<file path="src/rtl/rf_access_arbiter.sv">
// rf_access_arbiter: round-robin sharing of one register-file port by two masters.
// Optional read timeout is enabled by defining RF_ARB_TIMEOUT_EN.
module rf_access_arbiter #(
   parameter int DATA_WIDTH  = 8,
   parameter int ADDR        = 4,
   parameter int TIMEOUT_CYC = 16
) (
   input  logic                    CLK,
   input  logic                    RST,
   input  logic [1:0]              req,
   input  logic [1:0]              req_wr,
   input  logic [2*ADDR-1:0]       req_addr,
   input  logic [2*DATA_WIDTH-1:0] req_wdata,
   output logic [1:0]              ack,
   output logic [DATA_WIDTH-1:0]   rsp_data,
   output logic [1:0]              rsp_valid,
   output logic                    rsp_err,
   output logic [ADDR-1:0]         Address,
   output logic                    WrEn,
   output logic                    RdEn,
   output logic [DATA_WIDTH-1:0]   WrData,
   input  logic [DATA_WIDTH-1:0]   RdData,
   input  logic                    RdData_Valid
);

   typedef enum logic [1:0] {IDLE, ISSUE, WAIT_RD} state_t;

   state_t                state, state_nxt;
   logic                  gnt, gnt_nxt;
   logic                  last, last_nxt;
   logic                  win;
   logic [1:0]            ack_nxt, rv_nxt;
   logic [ADDR-1:0]       addr_nxt;
   logic [DATA_WIDTH-1:0] wdata_nxt, rdata_nxt;
   logic                  wren_nxt, rden_nxt;

`ifdef RF_ARB_TIMEOUT_EN
   localparam int CW = $clog2(TIMEOUT_CYC + 1);
   logic [CW-1:0] cnt, cnt_nxt;
   logic          err_nxt;

   always_ff @(posedge CLK) begin
      if (RST) begin
         cnt     <= '0;
         rsp_err <= 1'b0;
      end else begin
         cnt     <= cnt_nxt;
         rsp_err <= err_nxt;
      end
   end
`else
   assign rsp_err = 1'b0;
`endif

   always_ff @(posedge CLK) begin
      if (RST) begin
         state     <= IDLE;
         gnt       <= 1'b0;
         last      <= 1'b1;
         ack       <= '0;
         rsp_valid <= '0;
         rsp_data  <= '0;
         Address   <= '0;
         WrData    <= '0;
         WrEn      <= 1'b0;
         RdEn      <= 1'b0;
      end else begin
         state     <= state_nxt;
         gnt       <= gnt_nxt;
         last      <= last_nxt;
         ack       <= ack_nxt;
         rsp_valid <= rv_nxt;
         rsp_data  <= rdata_nxt;
         Address   <= addr_nxt;
         WrData    <= wdata_nxt;
         WrEn      <= wren_nxt;
         RdEn      <= rden_nxt;
      end
   end

   always_comb begin
      state_nxt = state;
      gnt_nxt   = gnt;
      last_nxt  = last;
      win       = 1'b0;
      ack_nxt   = '0;
      rv_nxt    = '0;
      addr_nxt  = '0;
      wdata_nxt = '0;
      wren_nxt  = 1'b0;
      rden_nxt  = 1'b0;
      rdata_nxt = rsp_data;
`ifdef RF_ARB_TIMEOUT_EN
      cnt_nxt   = cnt;
      err_nxt   = 1'b0;
`endif
      unique case (state)
         IDLE: begin
            if (|req) begin
               // tie goes to whoever was not acked last
               win       = (req == 2'b11) ? ~last : req[1];
               gnt_nxt   = win;
               addr_nxt  = win ? req_addr[2*ADDR-1:ADDR]
                               : req_addr[ADDR-1:0];
               wdata_nxt = win ? req_wdata[2*DATA_WIDTH-1:DATA_WIDTH]
                               : req_wdata[DATA_WIDTH-1:0];
               wren_nxt  = req_wr[win];
               rden_nxt  = ~req_wr[win];
               if (req_wr[win]) begin
                  ack_nxt[win] = 1'b1;
                  last_nxt     = win;
               end
               state_nxt = ISSUE;
            end
         end
         ISSUE: begin
            state_nxt = WrEn ? IDLE : WAIT_RD;
`ifdef RF_ARB_TIMEOUT_EN
            cnt_nxt   = '0;
`endif
         end
         WAIT_RD: begin
            if (RdData_Valid) begin
               rdata_nxt    = RdData;
               rv_nxt[gnt]  = 1'b1;
               ack_nxt[gnt] = 1'b1;
               last_nxt     = gnt;
               state_nxt    = IDLE;
            end
`ifdef RF_ARB_TIMEOUT_EN
            else if (cnt == CW'(TIMEOUT_CYC)) begin
               rdata_nxt    = '0;
               rv_nxt[gnt]  = 1'b1;
               ack_nxt[gnt] = 1'b1;
               err_nxt      = 1'b1;
               last_nxt     = gnt;
               state_nxt    = IDLE;
            end else begin
               cnt_nxt = cnt + 1'b1;
            end
`endif
         end
         default: state_nxt = IDLE;
      endcase
   end

endmodule

</file>
<file path="config.mk">
export PLATFORM = sky130hd
export DESIGN_NAME = rf_access_arbiter
export DESIGN_NICKNAME = d
export VERILOG_FILES = /design/src/rtl/rf_access_arbiter.sv
export SDC_FILE = /design/constraint.sdc
export NUM_CORES = 1
export LEC_CHECK = 0
export CORE_MARGIN = 1.5
export CORE_UTILIZATION = 34
export CTS_BUF_LIST = sky130_fd_sc_hd__clkbuf_2 sky130_fd_sc_hd__clkbuf_4 sky130_fd_sc_hd__clkbuf_8
export CTS_CLUSTER_DIAMETER = 100
export DETAILED_ROUTE_END_ITERATION = 8
export PLACE_DENSITY = 0.87
export SETUP_SLACK_MARGIN = 0.1
export SLEW_MARGIN = 30
export SYNTH_ARGS = -nofsm -noshare
export SYNTH_HDL_FRONTEND = slang
export SYNTH_SLANG_ARGS = --single-unit
export TNS_END_PERCENT = 1
</file>
<file path="constraint.sdc">
create_clock -name CLK -period 1.5 [get_ports CLK]
set_input_delay 0.225 -clock CLK [delete_from_list [all_inputs] [get_ports CLK]]
set_output_delay 0.225 -clock CLK [all_outputs]
set_load 0.01 [all_outputs]
</file>
[Yosys cells after proc, flatten, opt, wreduce, memory -nomap -nowiden]
Cells that the tools add are included.
W data, S select, Z words.
Cells by class
  $add $sub $neg: 0
  multiply operators: 0
  divide/modulo/power cells: 0
  $lt $le $gt $ge: 4
  eq/ne operators: 6
  shifts and indexed selects: 0
  mux-type cells: 21
  bitwise logic cells: 5
  reduce and logical (&&, ||, !) cells: 11
Operators by type and width (count)
  $mux W2: 6
  $mux W1: 8
  $mux W8: 1
  $ne A2 B2 Y1 const B: 3
  $pmux W2 S3: 1
  $reduce_and A2 Y1: 3
  $not A1 Y1: 5
  $eq A2 B2 Y1 const B: 2
  $lt A1 B2 Y1 const B: 2
  $mux W4: 1
  $pmux W2 S2: 1
  $reduce_and A4 Y1: 1
  $reduce_or A2 Y1: 2
  $reduce_or A3 Y1: 1
  $demux W1 S1: 2
  $eq A2 B1 Y1 const B: 1
  $ge A1 B1 Y1 const B: 2
  $logic_and A1 B1 Y1: 2
  $logic_not A2 Y1: 1
  $pmux W1 S2: 1
  $reduce_bool A2 Y1: 1
Storage, ports and cells
  flip-flop bits (word level): 30
  bits in latches: 0
  memory bits (writable): 0
  memory bits (read-only): 0
  input port bits: 39
  output and inout bits: 27
  word-level logic and storage cells: 57
  memories kept: 0

[Depth between registers and ports, before layout]
Gate-level depths: netlist of the first run.
  depth in word-level cells: 9
  gate-level depth with buffers: 5
  gate-level depth less buffers: 4

[Worst setup path before layout of the first run]
Ideal clock, no wire load.
  path kind: register to register
  from: reg state[1]
  to: reg last
  library setup time: 115 ps
  arrival time: 1384 ps
  slack: 1 ps
  cell stages (with the launch flop): 5
  period minus slack after synthesis: 1499 ps
  path through: dfxtp_1 > nor2b_1 > mux2_1 > a2111oi_2 > o21ba_1
Between the ends
  word-level cells in the longest chain between the ends: 3
  elaborated cells between the ends (all ways): 8
  classes of those cells: eq/ne (4); mux (1); reduce/logical (3)
RTL lines
  start: declaration: line 28  | state_t state, state_nxt;
  start signal: assignment: line 68  | state <= state_nxt;
  $eq A2 B2 Y1 / $logic_not A2 Y1 (equally long branches): line 97  | unique case (state)
  $ne A2 B2 Y1 (no line) / $reduce_bool A2 Y1 (equally long branches)
  $reduce_and A4 Y1 (no line)
  end signal: assignment: line 70  | last <= last_nxt;
  end: declaration: line 30  | logic last, last_nxt;
Parallel ways exist; a longest one is shown, timed or not.
A chain may end at the register's enable or synchronous reset.

[Worst setup path in the final report of the first run]
  from: in req[1]
  to: reg last
Between the ends
  word-level cells in the longest chain between the ends: 6
  elaborated cells between the ends (all ways): 11
  classes of those cells: eq/ne (3); mux (6); reduce/logical (2)
RTL lines
  start: declaration: line 10  | input logic [1:0] req,
  $eq A2 B2 Y1: line 101  | win = (req == 2'b11) ? ~last : req[1];
  $mux W1: line 101
  $mux W1 (not written as such) (2 in series): line 109  | if (req_wr[win]) begin
  $ne A2 B2 Y1 (no line)
  $reduce_and A4 Y1 (no line)
Parallel ways exist; a longest one is shown, timed or not. The select of a mux whose other input is x is not followed.

==> impl_metrics.csv, run 1 <==
group,metric,value,unit
yosys,yosys_register_bits,30,
sta,skew,0.00722,ns
yosys,synth_common_cells,"nand2_1 (36), dfxtp_1 (30), a21oi_1 (23)",
yosys,syn_area_per_cell,8.40,um^2
final_layout,seq_area,602,um^2
grt,overflow,0,
route,initialDrtViolationCount,35,
sta,holdWs,0.446,ns
grt,antenna_found_initial,0,
yosys,yosys_warnings,0,
yosys,syn_area,0.00110,mm^2
sta,rsz0062_at_grt,"yes",
placed_design,globalplace.congestion,0.839,
yosys,synth_seq_area_share,0.546,
sta,hold_viol_final,0,
worst_setup_path,worstSetupStartpointType,"input pin",
sta,drv_slew,0,
run_status,status,"finished, final reports clean",
cts,tritoncts,"built",
cts,cts_max_path_buffers,2,
route,num_vias,1165,
worst_setup_path,required,1.73,ns
final_layout,nNetsFinal,247,
cts,clk-insertion-delay-late,0.32,ns
worst_setup_path,crit_chain,"clkdlybuf4s50_1 -> a21boi_4 -> mux2i_4 -> buf_4 -> a21oi_1 -> o21ba_1",
power_and_ir_drop,power_per_cell_area,901,mW/mm^2
floorplanning,die_width,59.9,um
worst_setup_path,end_kind,"register",
route,first_pass_iters,4,
final_layout,stdcell_count,253,
route,avgRoutedWirePerCell,11.7,um
cts,cts_buffers,5,
placed_design,numPlacedInstances,245,
sta,post-route-period-util,0.981,
worst_setup_path,crit_fanout,4,
route,drc,0,
floorplanning,std_cell_rows,20,
grt,grt_pass1_wl,4.78,mm
yosys,synth_edf_count,0,
run,drv_cap,0,
final_layout,area_growth,79.4,%
yosys,syn_inst,131,
sta,period_needed,1.47,ns
cts,clock-sinks,30,
grt,grt_max_degree,14,
worst_setup_path,cpPeakStageDelay,0.49,ns
final_layout,multiInputGateArea,485,um^2
final_layout,fill_cells,274,
sta,max_freq,679,MHz
final_layout,diodes,0,
power_and_ir_drop,vdd_drop_max,0.000420,V
floorplanning,io_pins,66,
yosys,yosys.area.top_type,"dfxtp_1",
final_layout,drive_gt1_frac,0.129,
cts,cts-root-buf,"clkbuf_4",
floorplanning,core_area,0.00305,mm^2
worst_setup_path,critPathTopFamily,"buffers and inverters",
grt,groute.usage.overall,0.182,
sta,tns,0,ns
placed_design,port_buffers,64,
final_layout,final_core_util,0.646,
cts,cts_hold_buffers,0,
sta,setup_violations,0,
route,antenna_left,0,
yosys,yosysTopAreaCellShare,0.546,
yosys,synth_most_common_cell,"nand2_1",
yosys,async_reset_ff_frac,0,
worst_setup_path,arrival,1.70,ns
yosys,synth_nets,170,
cts,path_clk_slew,0.09,ns
route,wl,2.96,mm
floorplanning,dieArea,0.00359,mm^2
power_and_ir_drop,report.power.total,1.78,mW
cts,post_cts_buffers,0,
yosys,synth_cell_types,23,
worst_hold_path,min_path_type,"input pin to register",
floorplanning,die_y,59.9,um
yosys,netlist_top_cells_area,"dfxtp_1 (55%), nand2_1 (12%), a21oi_1 (10%), nand3_1 (4.6%), a21boi_4 (1.7%)",
floorplanning,initial_core_util,0.360,
grt,grt_pass1_vias,1133,
worst_setup_path,crit_type,"input pin to register",
route,via_per_inst,4.60,
power_and_ir_drop,p_leak,0.794,nW
placed_design,hpwl,2.19,mm
cts,htreeDepth,2,
worst_setup_path,cpMaxStageDelayCell,"clkdlybuf4s50_1",
yosys,synthFlopType,"dfxtp_1",
worst_setup_path,path_buf_inv,2,
[cell families after synthesis]
| family | after synthesis | synth area share |
|---|---|---|
| AOI/OAI and AO/OA | 29 | 0.166 |
| buffers and inverters | 11 | 0.0421 |
| DFF | 30 | 0.546 |
| muxes | 2 | 0.0193 |
| other | 1 | 0.00341 |
| and+or+nand+nor | 58 | 0.223 |
[per-stage QoR]
step                worst slack, ns  cell area (um^2)
floorplan                     0.123              1110
global placement             -0.249              1880
detailed placement           -0.321              1880
CTS                          0.0402              1970
global route                0.00520              1970
finish                       0.0280              1970
[worst paths after layout]
check | startpoint | to | slack, ns | cells past startpoint
setup reg to reg | state[1] | last | 0.08 | 4
hold reg to reg | rsp_data[0] | rsp_data[0] | 0.46 | 2
hold / removal | req_addr[5] | Address[1] | 0.45 | 3
setup / recovery | req[1] | last | 0.03 | 6
[flip-flops by register name (all words and copies together) (netlist names)]
register   flops
Address        4
RdEn           1
WrData         8
WrEn           1
ack            2
gnt            1
last           1
rsp_data       8
rsp_valid      2
state          2
[what timing repair did]
item / 4_1_cts / 5_1_grt
pin swaps: 1 / 0
gates resized for setup: 4 / 1
endpoints found under the setup margin: 20 / 26
[power by group]
part / leakage [nW] / switching (mW) / total, mW / internal, mW
Clock: 0.0387 / 0.262 / 0.507 / 0.245
Combinational: 0.510 / 0.166 / 0.406 / 0.240
Sequential: 0.245 / 0.0219 / 0.865 / 0.843
[placed cells by master, fill, tap and decap left out]
master | synthesis | layout
clkbuf_4 | 0 | 6
nor2b_4 | 0 | 1
clkbuf_8 | 0 | 1
nand3_1 | 10 | 10
a21oi_1 | 23 | 23
inv_1 | 4 | 4
nor2_1 | 5 | 5
nor3b_1 | 1 | 1
clkdlybuf4s50_1 | 0 | 62
dlygate4sd2_1 | 0 | 1
nor3_1 | 3 | 3
nand2_1 | 36 | 36
dfxtp_2 | 0 | 1
mux2i_4 | 0 | 1
clkinv_2 | 0 | 1
dlymetal6s2s_1 | 0 | 1
a22oi_1 | 1 | 1
o211ai_1 | 1 | 1
o21ba_1 | 1 | 1
buf_4 | 1 | 12
conb_1 | 1 | 1
a21boi_4 | 1 | 1
and2_1 | 1 | 1
mux2_1 | 1 | 1
dfxtp_1 | 30 | 29
a2111oi_4 | 0 | 1
buf_12 | 0 | 1
or2_2 | 1 | 1
a211o_1 | 1 | 1
[metal layers]
layer | routed length [um] | GRT usage | vias up
met4 | 55 | 0.0794 | 0
met3 | 137 | 0.0649 | 6
met5 | 0 | 0 | -
met2 | 1430 | 0.298 | 35
li1 | - | - | 589
met1 | 1340 | 0.214 | 535
[tightest hold or removal path, cell delays in order]
cell,delay (ns)
clkdlybuf4s50_1,0.39
nand2_1,0.05
a21oi_1,0.05
[final cells by class]
class / count / area share
well taps: 44 / 0.0279
clock buffers: 7 / 0.0298
clock inverters: 1 / 0.00254
flip-flops and latches: 30 / 0.305
repair buffers: 77 / 0.381
multi-input cells: 90 / 0.246
inverters: 4 / 0.00761
(Power assumes the default switching activity.)
==> inputs of run 2 (changes only) <==
--- a/config.mk
+++ b/config.mk
@@ -10,7 +10,8 @@
 export CTS_BUF_LIST = sky130_fd_sc_hd__clkbuf_2 sky130_fd_sc_hd__clkbuf_4 sky130_fd_sc_hd__clkbuf_8
 export CTS_CLUSTER_DIAMETER = 100
 export DETAILED_ROUTE_END_ITERATION = 8
-export PLACE_DENSITY = 0.87
+export DONT_BUFFER_PORTS = 1
+export PLACE_DENSITY = 0.6
 export SETUP_SLACK_MARGIN = 0.1
 export SLEW_MARGIN = 30
 export SYNTH_ARGS = -nofsm -noshare
==> impl_metrics.csv, run 2 (synthesis results as in run 1) <==
group,metric,value,unit
floorplanning,std_cell_rows,20,
power_and_ir_drop,p_seq_frac,0.558,
placed_design,port_buffers,0,
worst_setup_path,path_buf_inv,0,
grt,groute.usage.overall,0.161,
worst_setup_path,end_kind,"register",
cts,cts-root-buf,"clkbuf_4",
floorplanning,core_area,0.00305,mm^2
cts,clock-sinks,30,
final_layout,drive_gt1_frac,0.199,
floorplanning,dieArea,0.00359,mm^2
cts,cts_max_path_buffers,2,
placed_design,globalplace.congestion,0.689,
run_status,status,"finished with violations",
final_layout,nNetsFinal,179,
sta,post-route-period-util,0.937,
power_and_ir_drop,p_leak,0.512,nW
power_and_ir_drop,report.power.total,1.60,mW
sta,tns,0,ns
route,avgRoutedWirePerCell,13.9,um
sta,holdWs,-0.0523,ns
power_and_ir_drop,comb_power_share,0.118,
placed_design,hpwl,1.83,mm
power_and_ir_drop,power_per_cell_area,1230,mW/mm^2
sta,max_freq,711,MHz
worst_setup_path,reg2reg_depth,4,
route,drc,0,
route,first_pass_iters,4,
worst_setup_path,crit_chain,"nor2b_4 -> mux2_4 -> a2111oi_4 -> o21ba_1",
final_layout,area_growth,18.4,%
final_layout,final_common_cell,"nand2_1",
worst_setup_path,worstSetupStartpointType,"register",
power_and_ir_drop,clkPwrFrac,0.324,
floorplanning,die_width,59.9,um
route,num_vias,910,
sta,rsz0062_at_grt,"yes",
worst_setup_path,cpMaxStageDelayCell,"dfxtp_2",
grt,grt_max_degree,17,
cts,clk-insertion-delay-late,0.33,ns
run,drv_cap,0,
power_and_ir_drop,switching_power,420,uW
final_layout,final_cell_mix,"nand2_1 (35), dfxtp_1 (27), a21oi_1 (23)",
worst_setup_path,arrival,1.64,ns
worst_setup_path,required,1.73,ns
sta,skew,0.0142,ns
grt,antenna_found_initial,0,
floorplanning,io_pins,66,
cts,tritoncts,"built",
sta,drv_slew,0,
final_layout,diodes,0,
cts,htreeDepth,2,
worst_setup_path,cp_num_cells,4,
route,initialDrtViolationCount,50,
final_layout,fill_cells,330,
power_and_ir_drop,switching_share,0.263,
floorplanning,initial_core_util,0.360,
sta,setup_violations,0,
cts,cts_buffers,5,
run_status,violations,"hold timing",
floorplanning,die_y,59.9,um
route,antenna_left,0,
power_and_ir_drop,p_int,1.18,mW
grt,grt_pass1_wl,4.15,mm
power_and_ir_drop,vdd_drop_max,0.000558,V
route,via_per_inst,4.92,
sta,period_needed,1.41,ns
cts,path_clk_slew,0.10,ns
sta,hold_viol_final,14,
worst_hold_path,min_path_type,"input pin to register",
grt,overflow,0,
worst_setup_path,crit_fanout,2,
route,wl,2.58,mm
worst_hold_path,hold_depth,1,
worst_setup_path,cpPeakStageDelay,0.34,ns
grt,grt_pass1_vias,928,
worst_setup_path,critPathTopFamily,"compound AO/OA/AOI/OAI gates",
worst_setup_path,crit_type,"register to register",
final_layout,largestRegisters,"WrData x8, rsp_data x8, Address x4",
## run 2: changes by cell type in the layout (fill, tap and decap cells not counted), sizes merged
cell           delta
dlygate4sd2       -1
clkdlybuf4s50    -62
buf               -4
dlymetal6s2s      -1
## run 2: cell type report
type | instances | area (um^2) | share of cell area
Clock buffer | 7 | 58.8 | 0.0451
Timing Repair Buffer | 9 | 67.6 | 0.0519
Sequential cell | 30 | 607 | 0.466
Inverter | 4 | 15.0 | 0.0115
Tap cell | 44 | 55.1 | 0.0423
Multi-Input combinational cell | 90 | 494 | 0.379
Clock inverter | 1 | 5.00 | 0.00384
## run 2: per-stage QoR
| stage | instance area (um^2) | setup slack [ns] | hold slack (ns) | cells | utilization |
|---|---|---|---|---|---|
| final | 1300 | 0.0943 | -0.0523 | 185 | 0.427 |
| after CTS | 1290 | 0.0946 | -0.0669 | 185 | 0.422 |
| after global placement | 1170 | 0.109 | 0.292 | 173 | 0.383 |
| after global routing | 1300 | 0.0469 | -0.0786 | 185 | 0.427 |
| after floorplan | 1110 | 0.123 | 0.294 | 131 | - |
| after detailed placement | 1170 | 0.0481 | 0.295 | 173 | 0.383 |
## run 2: path summary, 6_finish.rpt
path	startpoint	to	slack, ns
worst max register to register	state[1]	last	0.09
worst max-delay path	state[1]	last	0.09
worst min register to register	rsp_data[5]	rsp_data[5]	0.50
worst min-delay path	RST	state[1]	-0.05
## run 2: metal layers
metal / vias to the layer above / wire (um) / GRT usage
li1: 450 / - / -
met1: 405 / 1010 / 0.168
met2: 51 / 1260 / 0.272
met3: 4 / 269 / 0.0714
met4: 0 / 37 / 0.0857
met5: - / 0 / 0
## run 2: timing repair
action,4_1_cts,5_1_grt
gates resized for setup,5,4
endpoints found under the hold margin,14,14
endpoints found under the setup margin,2,21
setup buffers,4,0
pin swaps,2,0
## run 2: power by group through the flow
stage	logic, mW	clock network [mW]	registers [mW]
after global placement	0.149	0	0.909
after global routing	0.212	0.578	0.899
after detailed placement	0.156	0	0.910
final	0.188	0.518	0.892
after floorplan	0.126	0	0.903
after CTS	0.182	0.533	0.892
==> inputs of run 3 (changes only) <==
--- a/config.mk
+++ b/config.mk
@@ -7,7 +7,6 @@
 export LEC_CHECK = 0
 export CORE_MARGIN = 1.5
 export CORE_UTILIZATION = 34
-export CTS_BUF_LIST = sky130_fd_sc_hd__clkbuf_2 sky130_fd_sc_hd__clkbuf_4 sky130_fd_sc_hd__clkbuf_8
 export CTS_CLUSTER_DIAMETER = 100
 export DETAILED_ROUTE_END_ITERATION = 8
 export DONT_BUFFER_PORTS = 1
==> impl_metrics.csv, run 3 (synthesis results as in run 1) <==
group,metric,value,unit
cts,path_clk_slew,0.10,ns
cts,cts-root-buf,"clkbuf_4",
sta,max_freq,731,MHz
cts,htreeDepth,2,
worst_setup_path,required,1.73,ns
worst_setup_path,worstSetupStartpointType,"register",
worst_setup_path,r2r-end,"last",
final_layout,final_cell_mix,"nand2_1 (35), dfxtp_1 (27), a21oi_1 (23)",
floorplanning,die_width,59.9,um
sta,post-route-period-util,0.911,
final_layout,area_growth,18.3,%
floorplanning,std_cell_rows,20,
sta,period_needed,1.37,ns
route,drc,0,
grt,antenna_found_initial,0,
placed_design,port_buffers,0,
grt,grt_pass1_wl,4.14,mm
worst_setup_path,arrival,1.59,ns
final_layout,stdcell_count,185,
worst_setup_path,rr_startpoint,"state[0]",
placed_design,hpwl,1.83,mm
final_layout,fill_cells,331,
sta,hold_viol_final,0,
floorplanning,io_pins,66,
final_layout,largestRegisters,"WrData x8, rsp_data x8, Address x4",
sta,tns,0,ns
power_and_ir_drop,report.power.total,1.58,mW
sta,drv_slew,0,
sta,rsz0062_at_grt,"yes",
route,wl,2.57,mm
route,via_per_inst,4.91,
grt,groute.usage.overall,0.161,
floorplanning,core_area,0.00305,mm^2
route,first_pass_iters,4,
worst_hold_path,min_path_type,"input pin to register",
final_layout,drive_gt1_frac,0.184,
grt,grt_max_degree,17,
cts,clock-sinks,30,
worst_setup_path,r2r_setup_slack,0.13,ns
cts,cts_buffers,5,
placed_design,dpl-instance-area,0.00117,mm^2
cts,tritoncts,"built",
final_layout,finalInstanceArea,0.00130,mm^2
power_and_ir_drop,p_leak,0.508,nW
final_layout,final_core_util,0.426,
grt,overflow,0,
floorplanning,die_y,59.9,um
cts,cts_max_path_buffers,2,
placed_design,pre_cts_slack,0.0481,ns
worst_setup_path,reg2reg_depth,4,
run_status,status,"finished, final reports clean",
sta,setup_violations,0,
worst_setup_path,crit_fanout,4,
power_and_ir_drop,vdd_drop_max,0.000557,V
final_layout,final_common_cell,"nand2_1",
grt,grt_pass1_vias,908,
cts,clk-insertion-delay-late,0.32,ns
sta,holdWs,0.0283,ns
route,initialDrtViolationCount,39,
final_layout,diodes,0,
run,drv_cap,0,
sta,tightest_slew,0.564,ns
worst_setup_path,crit_start,"state[0]",
sta,max_slew_margin,0.623,
floorplanning,dieArea,0.00359,mm^2
placed_design,numPlacedInstances,173,
floorplanning,initial_core_util,0.360,
worst_setup_path,crit_path_end,"last",
route,num_vias,909,
route,antenna_left,0,
route,avgRoutedWirePerCell,13.9,um
power_and_ir_drop,power_per_cell_area,1210,mW/mm^2
placed_design,globalplace.congestion,0.689,
sta,skew,0.0118,ns
worst_setup_path,end_kind,"register",
worst_setup_path,crit_type,"register to register",
final_layout,nNetsFinal,179,
sta,setup_ws,0.133,ns
-- run 3: worst max-delay path, cell delays in order, from the launching register on --
cell and delay, ns:
dfxtp_4 0.37, nor2b_4 0.12, mux2_4 0.32, a2111oi_4 0.27
o21ba_1 0.19
-- run 3: cell type report --
class	instances	area, um^2	share of cell area
tap	44	55.1	0.0423
inverter	4	15.0	0.0115
clock buffer	7	55.1	0.0423
multi-input combinational	90	494	0.380
timing repair buffer	9	70.1	0.0538
clock inverter	1	5.00	0.00385
sequential	30	607	0.466
-- run 3: routing by layer --
metal / vias to the layer above / part of all wire / global-route usage
met5: - / 0 / 0
met4: 0 / 0.014 / 0.0857
met2: 56 / 0.48 / 0.270
li1: 451 / - / -
met1: 398 / 0.39 / 0.169
met3: 4 / 0.11 / 0.0714
-- run 3: how the worst min path moves through the flow --
stage | from | to | slack (ns) | cells after the start
2_1_floorplan | RST | rsp_data[7] | 0.29 | 1
5_1_grt | req_addr[6] | Address[2] | 0.02 | 2
6_report | req_addr[6] | Address[2] | 0.03 | 2
3_3_place_gp | RST | state[1] | 0.29 | 1
4_1_cts | RST | state[1] | -0.07 | 1
3_5_place_dp | RST | state[1] | 0.30 | 1
-- run 3: what timing repair did --
item / CTS / global route
cloned: 0 / 0
gates resized for setup: 6 / 3
buffers inserted: 3 / 0
setup endpoints to repair: 2 / 19
pin swaps: 2 / 2
hold endpoints to repair: 14 / 14
-- run 3: report_power, final --
part | total [mW] | switching, mW | internal [mW]
Clock | 0.497 | 0.270 | 0.227
Combinational | 0.191 | 0.105 | 0.0864
Sequential | 0.892 | 0.0470 | 0.845
Total | 1.58 | 0.422 | 1.16
